===== src/rtl/hazard_forward_ctrl.sv =====
// Hazard/forwarding controller for the 5-stage MIPS pipeline, with mult/div busy sequencing.
// Optional stall-cycle performance counter enabled by defining HFC_PERF_CNT_EN.
module hazard_forward_ctrl #(
    parameter int MULT_CYCLES = 5,
    parameter int DIV_CYCLES  = 10,
    parameter int CNT_W       = 4
) (
    input  logic        clk,
    input  logic        reset,
    input  logic [4:0]  rs_D,
    input  logic [4:0]  rt_D,
    input  logic [1:0]  tuse_rs_D,
    input  logic [1:0]  tuse_rt_D,
    input  logic [4:0]  a3_D,
    input  logic [1:0]  res_D,
    input  logic [1:0]  md_op_D,
    input  logic        flush,
    output logic        stall,
    output logic [1:0]  fwd_rs_E_src,
    output logic [1:0]  fwd_rt_E_src,
    output logic [31:0] stall_cnt
);
    localparam logic [1:0] RES_NONE = 2'd0;
    localparam logic [1:0] RES_ALU  = 2'd1;
    localparam logic [1:0] RES_LOAD = 2'd2;
    localparam logic [1:0] RES_LINK = 2'd3;

    localparam logic [1:0] MD_NONE = 2'd0;
    localparam logic [1:0] MD_MULT = 2'd1;
    localparam logic [1:0] MD_DIV  = 2'd2;

    localparam logic [1:0] SEL_RD   = 2'd0;
    localparam logic [1:0] SEL_AO   = 2'd1;
    localparam logic [1:0] SEL_PC8  = 2'd2;
    localparam logic [1:0] SEL_WD   = 2'd3;

    localparam logic [CNT_W-1:0] CNT_MULT = CNT_W'(MULT_CYCLES);
    localparam logic [CNT_W-1:0] CNT_DIV  = CNT_W'(DIV_CYCLES);

    logic [4:0]       r_rs_E, r_rt_E, r_a3_E, r_a3_M, r_a3_W;
    logic [1:0]       r_res_E, r_res_M, r_res_W, r_md_E;
    logic [CNT_W-1:0] r_busy_cnt;

    logic       w_live_E, w_live_M, w_live_W;
    logic [1:0] w_tnew_E, w_tnew_M;
    logic       w_md_hz, w_md_start;
    logic [1:0] w_hz;
    logic [4:0] w_src_D [2];
    logic [1:0] w_tuse_D [2];
    logic [4:0] w_src_E [2];
    logic [1:0] w_fwd [2];

    assign w_live_E = (r_a3_E != 5'd0) && (r_res_E != RES_NONE);
    assign w_live_M = (r_a3_M != 5'd0) && (r_res_M != RES_NONE);
    assign w_live_W = (r_a3_W != 5'd0) && (r_res_W != RES_NONE);

    // Cycles until the producer's result reaches a forwardable stage.
    assign w_tnew_E = (r_res_E == RES_LOAD) ? 2'd2 :
                      (r_res_E == RES_NONE) ? 2'd0 : 2'd1;
    assign w_tnew_M = (r_res_M == RES_LOAD) ? 2'd1 : 2'd0;

    assign w_src_D[0]  = rs_D;
    assign w_src_D[1]  = rt_D;
    assign w_tuse_D[0] = tuse_rs_D;
    assign w_tuse_D[1] = tuse_rt_D;
    assign w_src_E[0]  = r_rs_E;
    assign w_src_E[1]  = r_rt_E;

    genvar gi;
    generate
        for (gi = 0; gi < 2; gi++) begin : g_src
            assign w_hz[gi] = (w_src_D[gi] != 5'd0) && (w_tuse_D[gi] != 2'd3) &&
                              ((w_live_E && (r_a3_E == w_src_D[gi]) && (w_tnew_E > w_tuse_D[gi])) ||
                               (w_live_M && (r_a3_M == w_src_D[gi]) && (w_tnew_M > w_tuse_D[gi])));

            // A load sitting in M has no data yet, so it falls through to the W check.
            assign w_fwd[gi] =
                (w_src_E[gi] != 5'd0 && w_live_M && r_a3_M == w_src_E[gi] && r_res_M == RES_ALU)  ? SEL_AO  :
                (w_src_E[gi] != 5'd0 && w_live_M && r_a3_M == w_src_E[gi] && r_res_M == RES_LINK) ? SEL_PC8 :
                (w_src_E[gi] != 5'd0 && w_live_W && r_a3_W == w_src_E[gi])                        ? SEL_WD  :
                                                                                                    SEL_RD;
        end
    endgenerate

    assign w_md_start   = (r_md_E == MD_MULT) || (r_md_E == MD_DIV);
    assign w_md_hz      = (md_op_D != MD_NONE) && ((r_busy_cnt != '0) || w_md_start);
    assign stall        = w_hz[0] | w_hz[1] | w_md_hz;
    assign fwd_rs_E_src = w_fwd[0];
    assign fwd_rt_E_src = w_fwd[1];

    always_ff @(posedge clk) begin
        if (reset) begin
            r_rs_E  <= '0;
            r_rt_E  <= '0;
            r_a3_E  <= '0;
            r_res_E <= '0;
            r_md_E  <= '0;
            r_a3_M  <= '0;
            r_res_M <= '0;
            r_a3_W  <= '0;
            r_res_W <= '0;
        end else begin
            r_a3_W  <= r_a3_M;
            r_res_W <= r_res_M;
            r_a3_M  <= flush ? 5'd0 : r_a3_E;
            r_res_M <= flush ? RES_NONE : r_res_E;
            if (stall || flush) begin
                r_rs_E  <= '0;
                r_rt_E  <= '0;
                r_a3_E  <= '0;
                r_res_E <= '0;
                r_md_E  <= '0;
            end else begin
                r_rs_E  <= rs_D;
                r_rt_E  <= rt_D;
                r_a3_E  <= a3_D;
                r_res_E <= res_D;
                r_md_E  <= md_op_D;
            end
        end
    end

    // The unit keeps counting through a flush; only a flushed start is suppressed.
    always_ff @(posedge clk) begin
        if (reset) begin
            r_busy_cnt <= '0;
        end else if (r_md_E == MD_MULT && !flush) begin
            r_busy_cnt <= CNT_MULT;
        end else if (r_md_E == MD_DIV && !flush) begin
            r_busy_cnt <= CNT_DIV;
        end else if (r_busy_cnt != '0) begin
            r_busy_cnt <= r_busy_cnt - CNT_W'(1);
        end
    end

`ifdef HFC_PERF_CNT_EN
    logic [31:0] r_stall_cnt;

    always_ff @(posedge clk) begin
        if (reset) begin
            r_stall_cnt <= '0;
        end else if (stall && r_stall_cnt != 32'hFFFF_FFFF) begin
            r_stall_cnt <= r_stall_cnt + 32'd1;
        end
    end

    assign stall_cnt = r_stall_cnt;
`else
    assign stall_cnt = 32'd0;
`endif

endmodule


===== config.mk =====
export PLATFORM = sky130hd
export DESIGN_NAME = hazard_forward_ctrl
export DESIGN_NICKNAME = d
export VERILOG_FILES = /design/src/rtl/hazard_forward_ctrl.sv
export SDC_FILE = /design/constraint.sdc
export NUM_CORES = 1
export LEC_CHECK = 0
export CAP_MARGIN = 5
export CORE_MARGIN = 2
export CORE_UTILIZATION = 30
export DETAILED_ROUTE_END_ITERATION = 16
export GPL_ROUTABILITY_DRIVEN = 0
export SYNTH_ARGS = -nofsm -noshare
export SYNTH_HDL_FRONTEND = slang
export SYNTH_SLANG_ARGS = --single-unit

===== constraint.sdc =====
create_clock -name clk -period 2.3 [get_ports clk]
set_input_delay 0.345 -clock clk [delete_from_list [all_inputs] [get_ports clk]]
set_output_delay 0.345 -clock clk [all_outputs]
set_load 0.03 [all_outputs]

==> metrics <==
die height 92.9 µm; synthesized flop and latch total 37; Synth Warn # 0; period utilization 103%; initial antenna violation count 0; row cnt 32; Worst VDD drop 0.443 mV; WP data arrival 2.03 ns; fin area 0.00309 mm²; met2 Use GR 23.9%; Detailed Route WL 5370 µm; Peak Freq 421 MHz; Worst Setup SP r_a3_M[1]$_SDFF_PP0_; status complete, but fails checks; first-pass detailed-route iteration total 4; total CTS buffers 5; Reg clk slew, reported paths 0.07 ns; clk sinks 37; CORE AREA 0.00769 mm²; most frequent cells in the layout buf_4 (37), conb_1 (32), xor2_1 (28); Slew Limit Fails 0; asr flop ratio synth 0%; first-pass GRT wire length 8920 µm; hold crit path type reg -> reg; crit path capture stall; mapped cell area 0.00237 mm²; Clock Latency Late Sink 0.29 ns; leading area contributor after synthesis dfxtp_1; drt drc 0; setup clock skew after layout 0.00665 ns; die area 0.00863 mm²; top cell type's share of synthesized area 31.3%; worst-path maximum fanout 4; P&R area growth vs syn 30.4%; r2r worst-path depth 7; num ports 63; Final Setup Violations 3; fraction of layout cells with a size suffix above 1 31.9%; prevailing post-synth register cell dfxtp_1; Antenna diodes 0; worst r2r src r_res_M[0]$_SDFF_PP0_; setup total negative slack -0.161 ns; Setup CP Type reg -> out; vias in the first global route 1889; Buffers on Ports 30; H-tree depth 2; sequential area share after synthesis 31.3%; final hold violation count 0; grt total ovfl 0; top cells by area, synth dfxtp_1 (31%), buf_4 (11%), xor2_1 (10%), nor3_2 (8.0%), ha_1 (4.8%); global routing usage on met1 15.3%; CTS tree done; Worst setup SP type flip-flop; Syn Area/Cell 9.15 µm²; DRT iter0 DRCs 48; GR Util All Layers 13.1%; synthesized instance count 259; failing checks negative setup slack; number of synthesized flops with an enable pin 0; PnR worst setup slack -0.0733 ns; Wirelength per Cell 12.8 µm; hold_buf cts 0; Pwr Density 711 mW/mm²; fin crit period 2.37 ns; Routed Antenna Nets 0; Die Width 92.9 µm; R2R Setup Slk 0.29 ns; global route hottest layer met2; Post-DP Area 0.00276 mm²; Longest Clk Path Bufs 2; DR vias 1835; hpwl dp 3900 µm; met3 usage 2.36%; commonest non-fill, non-tap cell in the layout buf_4; Initial Util 30.8%; RSZ-0062 raised after global routing yes; root buffer cell clkbuf_8; Nets 351; post-synth cell types 38; # fillers 769; LEAKAGE 0.00140 µW; largest net degree at the start of global routing 26; CP endpoint kind output pin; Required @ worst endpoint 1.96 ns; r2r endpoint r_rt_E[1]$_SDFF_PP0_; Max-cap violations 0; vias per cell 4.38
-- metal layers --
layer	vias up	part of all wire, %
li1	917	-
met1	852	42
met2	60	52
met3	6	4.3
met4	0	1.1
met5	-	0
-- area by class of cell --
type                       count  area, µm²  share of cell area, %
timing repair buffer          63        534                   17.3
inverter                       8       30.0                  0.972
tap                          102        128                   4.13
clock buffer                   7       86.3                   2.79
multi-input combinational    201       1510                   48.8
sequential                    37        773                   25.0
clock inverter                 1       30.0                  0.972
-- worst min-delay path by stage --
stage	startpoint	endpoint	slack, ns	depth (start not counted)
finish	r_res_E[1]$_SDFF_PP0_	r_res_M[1]$_SDFF_PP0_	0.50	1
global placement	r_res_E[1]$_SDFF_PP0_	r_res_M[1]$_SDFF_PP0_	0.49	1
floorplan	reset	r_a3_W[4]$_SDFF_PP0_	0.42	1
detailed placement	r_res_E[1]$_SDFF_PP0_	r_res_M[1]$_SDFF_PP0_	0.47	1
global route	r_res_E[1]$_SDFF_PP0_	r_res_M[1]$_SDFF_PP0_	0.51	1
CTS	r_res_E[1]$_SDFF_PP0_	r_res_M[1]$_SDFF_PP0_	0.47	1
-- worst max-delay path, stage by stage (launching register included) --
cell and delay, ns:
dfxtp_4 0.37, or4_4 0.54, o22a_1 0.22, nand4_2 0.10, o311ai_4 0.11, or2_1 0.26, buf_6 0.14
-- per-stage QoR --
| stage | setup WS [ns] | power, µW | cells | hold slack, ns | utilization [%] |
|---|---|---|---|---|---|
| 4_1_cts | -0.107 | 2180 | 417 | 0.470 | 39.7 |
| 3_3_place_gp | -0.154 | 1520 | 399 | 0.491 | 35.8 |
| 3_5_place_dp | -0.229 | 1530 | 399 | 0.466 | 35.8 |
| 6_report | -0.0733 | 2200 | 419 | 0.496 | 40.2 |
| 5_1_grt | -0.157 | 2330 | 419 | 0.507 | 40.2 |
| 2_1_floorplan | -0.0214 | 1360 | 290 | 0.417 | - |
-- state kept, by name, indices dropped and copies added, names as in the netlist --
name / count
r_res_M: 2
r_md_E: 2
r_res_W: 2
r_rt_E: 5
r_res_E: 2
r_a3_E: 5
r_busy_cnt: 4
r_a3_M: 5
r_rs_E: 5
r_a3_W: 5
-- repair_timing --
action,CTS,global route
endpoints found under the setup margin,5,5
resized for setup,37,7
buffers inserted,10,2
hold endpoints to repair,0,0
pin swaps,12,6
-- cells by family (layout without fill, tap and decap cells) --
group | Yosys count | count (layout) | share of synthesized area, %
AOI/OAI and AO/OA | 18 | 18 | 5.33
xor gates and xnor gates | 40 | 40 | 14.8
adders and majority gates | 9 | 9 | 4.75
buffers and inverters | 52 | 79 | 14.7
DFF | 37 | 37 | 31.3
muxes | 6 | 6 | 2.59
other | 1 | 32 | 0.158
and+or+nand+nor | 96 | 96 | 26.5
-- Yosys cell counts (2+ instances only) --
cell type  instances
nor4_1             6
dfxtp_1           37
or4_1              7
buf_4             34
ha_1               9
and2_1             6
inv_1              8
buf_6              3
nor3_1             4
xnor2_1           12
o22ai_1            2
nand4_1            3
clkbuf_1           5
mux2i_1            5
o21ai_1            3
a21oi_1            4
nor4_2             2
nor2b_1           12
buf_2              2
a211oi_1           3
nand2b_1           2
a22oi_1            2
xor2_1            28
nand2_1           21
nor2_1             8
nor3_2            19
-- power by group --
part / internal (µW) / switching [µW]
logic: 387 / 461
registers: 710 / 64.4
clock network: 353 / 222
total: 1450 / 747
Power figures use the tool's default switching activity.
==> edit: new RTL, same flow settings <==
Build with the macro `HFC_PERF_CNT_EN` defined.
--- a/src/rtl/hazard_forward_ctrl.sv
+++ b/src/rtl/hazard_forward_ctrl.sv
@@ -1,5 +1,7 @@
 // Hazard/forwarding controller for the 5-stage MIPS pipeline, with mult/div busy sequencing.
 // Optional stall-cycle performance counter enabled by defining HFC_PERF_CNT_EN.
+`define HFC_PERF_CNT_EN
+
 module hazard_forward_ctrl #(
     parameter int MULT_CYCLES = 5,
     parameter int DIV_CYCLES  = 10,
Check against the original RTL: not equivalent (a bounded check fails within 4 cycles, from zero or initial values and one cycle with reset high).
==> edit against the original RTL <==
- the flow still finishes with violations (negative setup slack)
- sequential cell count rose by 32
- total power up 77%
- area after synthesis increased by 56%
- sequential share of layout area is 0.92 points higher
- routed wire length rose by 80%
- global-route usage rose by 2.0 points
- final area increased by 74%
- critical path type is now in2out
- critical path depth rose by 4
- clock power rose by 130%
- setup slack worse by 0.25 ns
==> edit: results (changes against the original RTL) <==
Synthesis
  – Most instantiated cells after synthesis: dfxtp_1, and3_1, or4_1 (was dfxtp_1, buf_4, xor2_1)
  – Post-synthesis compound-gate area fraction: 10.7% (was 5.33%)
  – XOR/XNOR Fraction of Synth Area: 9.69% (was 14.8%)
  – Synth cell types: 43 (was 38)
  – Fraction of the mapped netlist area in adder cells: 2.70% (was 4.75%)
  – Top cells by area, synth: dfxtp_1, or4_1, xnor2_1, and3_1, xor2_1 (was dfxtp_1, buf_4, xor2_1, nor3_2, ha_1)

Detailed routing
  – Met3 WL post-DR: 353 um (was 233 um)
  – WL/cell: 14.6 um (was 12.8 um)
  – DR iter-0 viols: 129 (was 48)
  – Via/cell ratio: 5.18 (was 4.38)

Power and ir drop
  – Leak pwr: 2.04 nW (was 1.40 nW)

Min path
  – WHS Endpoint: r_rs_E[4] (was r_res_M[1])

Outcome
  – Status: complete, but fails checks (unchanged)
  – Failing checks: negative setup slack (unchanged)

CTS
  – Root Driver: clkbuf_16 (was clkbuf_8)
  – TritonCTS buffer count: 9 (was 5)

Setup path
  – R2R cell count: 9 (was 7)

Timing
  – Fin Clk Skew: 0.00724 ns (was 0.00665 ns)
  – Hold slack: 0.413 ns (was 0.496 ns)
  – Min setup slack post-route: -0.326 ns (was -0.0733 ns)
  – Final setup vio count: 43 (was 3)

GRT
  – GR Util met1: 18.3% (was 15.3%)
  – First-pass GRT wire length: 16000 um (was 8920 um)

Placed design
  – PortBufs: 62 (was 30)
  – Post-Place Worst Slack: -0.766 ns (was -0.229 ns)
  – Placed instance area: 4810 um2 (was 2760 um2)

Layout
  – # nets final: 546 (was 351)
## edit: changes by cell type after synthesis, moves of 15 or more
cell	unedited run	this run
dfxtp_1	37	69
and3_1	0	31
buf_4	34	3
or4_1	7	27
a21oi_1	4	23
nor3_2	19	0
nand4_1	3	18
nor2_1	8	23
o31ai_1	0	15
## edit: final cells by class
cell class / instances / area, um2
clock inverter: 2 / 35.0
tap: 147 / 184
clock buffer: 12 / 246
sequential: 69 / 1390
timing repair buffer: 112 / 1050
fill: 1181 / 6640
inverter: 7 / 31.3
multi-input combinational: 313 / 2430
## edit: power by group
| group | total [W] | switching, W | internal, W |
|---|---|---|---|
| Combinational | 0.00120 | 0.000628 | 0.000571 |
| Clock | 0.00133 | 0.000479 | 0.000854 |
| Sequential | 0.00136 | 0.0000764 | 0.00128 |
| Total | 0.00389 | 0.00118 | 0.00271 |
## edit: what timing repair did
action	CTS	global route
gates resized for setup	23	33
gates cloned	0	0
setup buffers	3	1
setup endpoints to repair	47	53
pin swaps	7	3
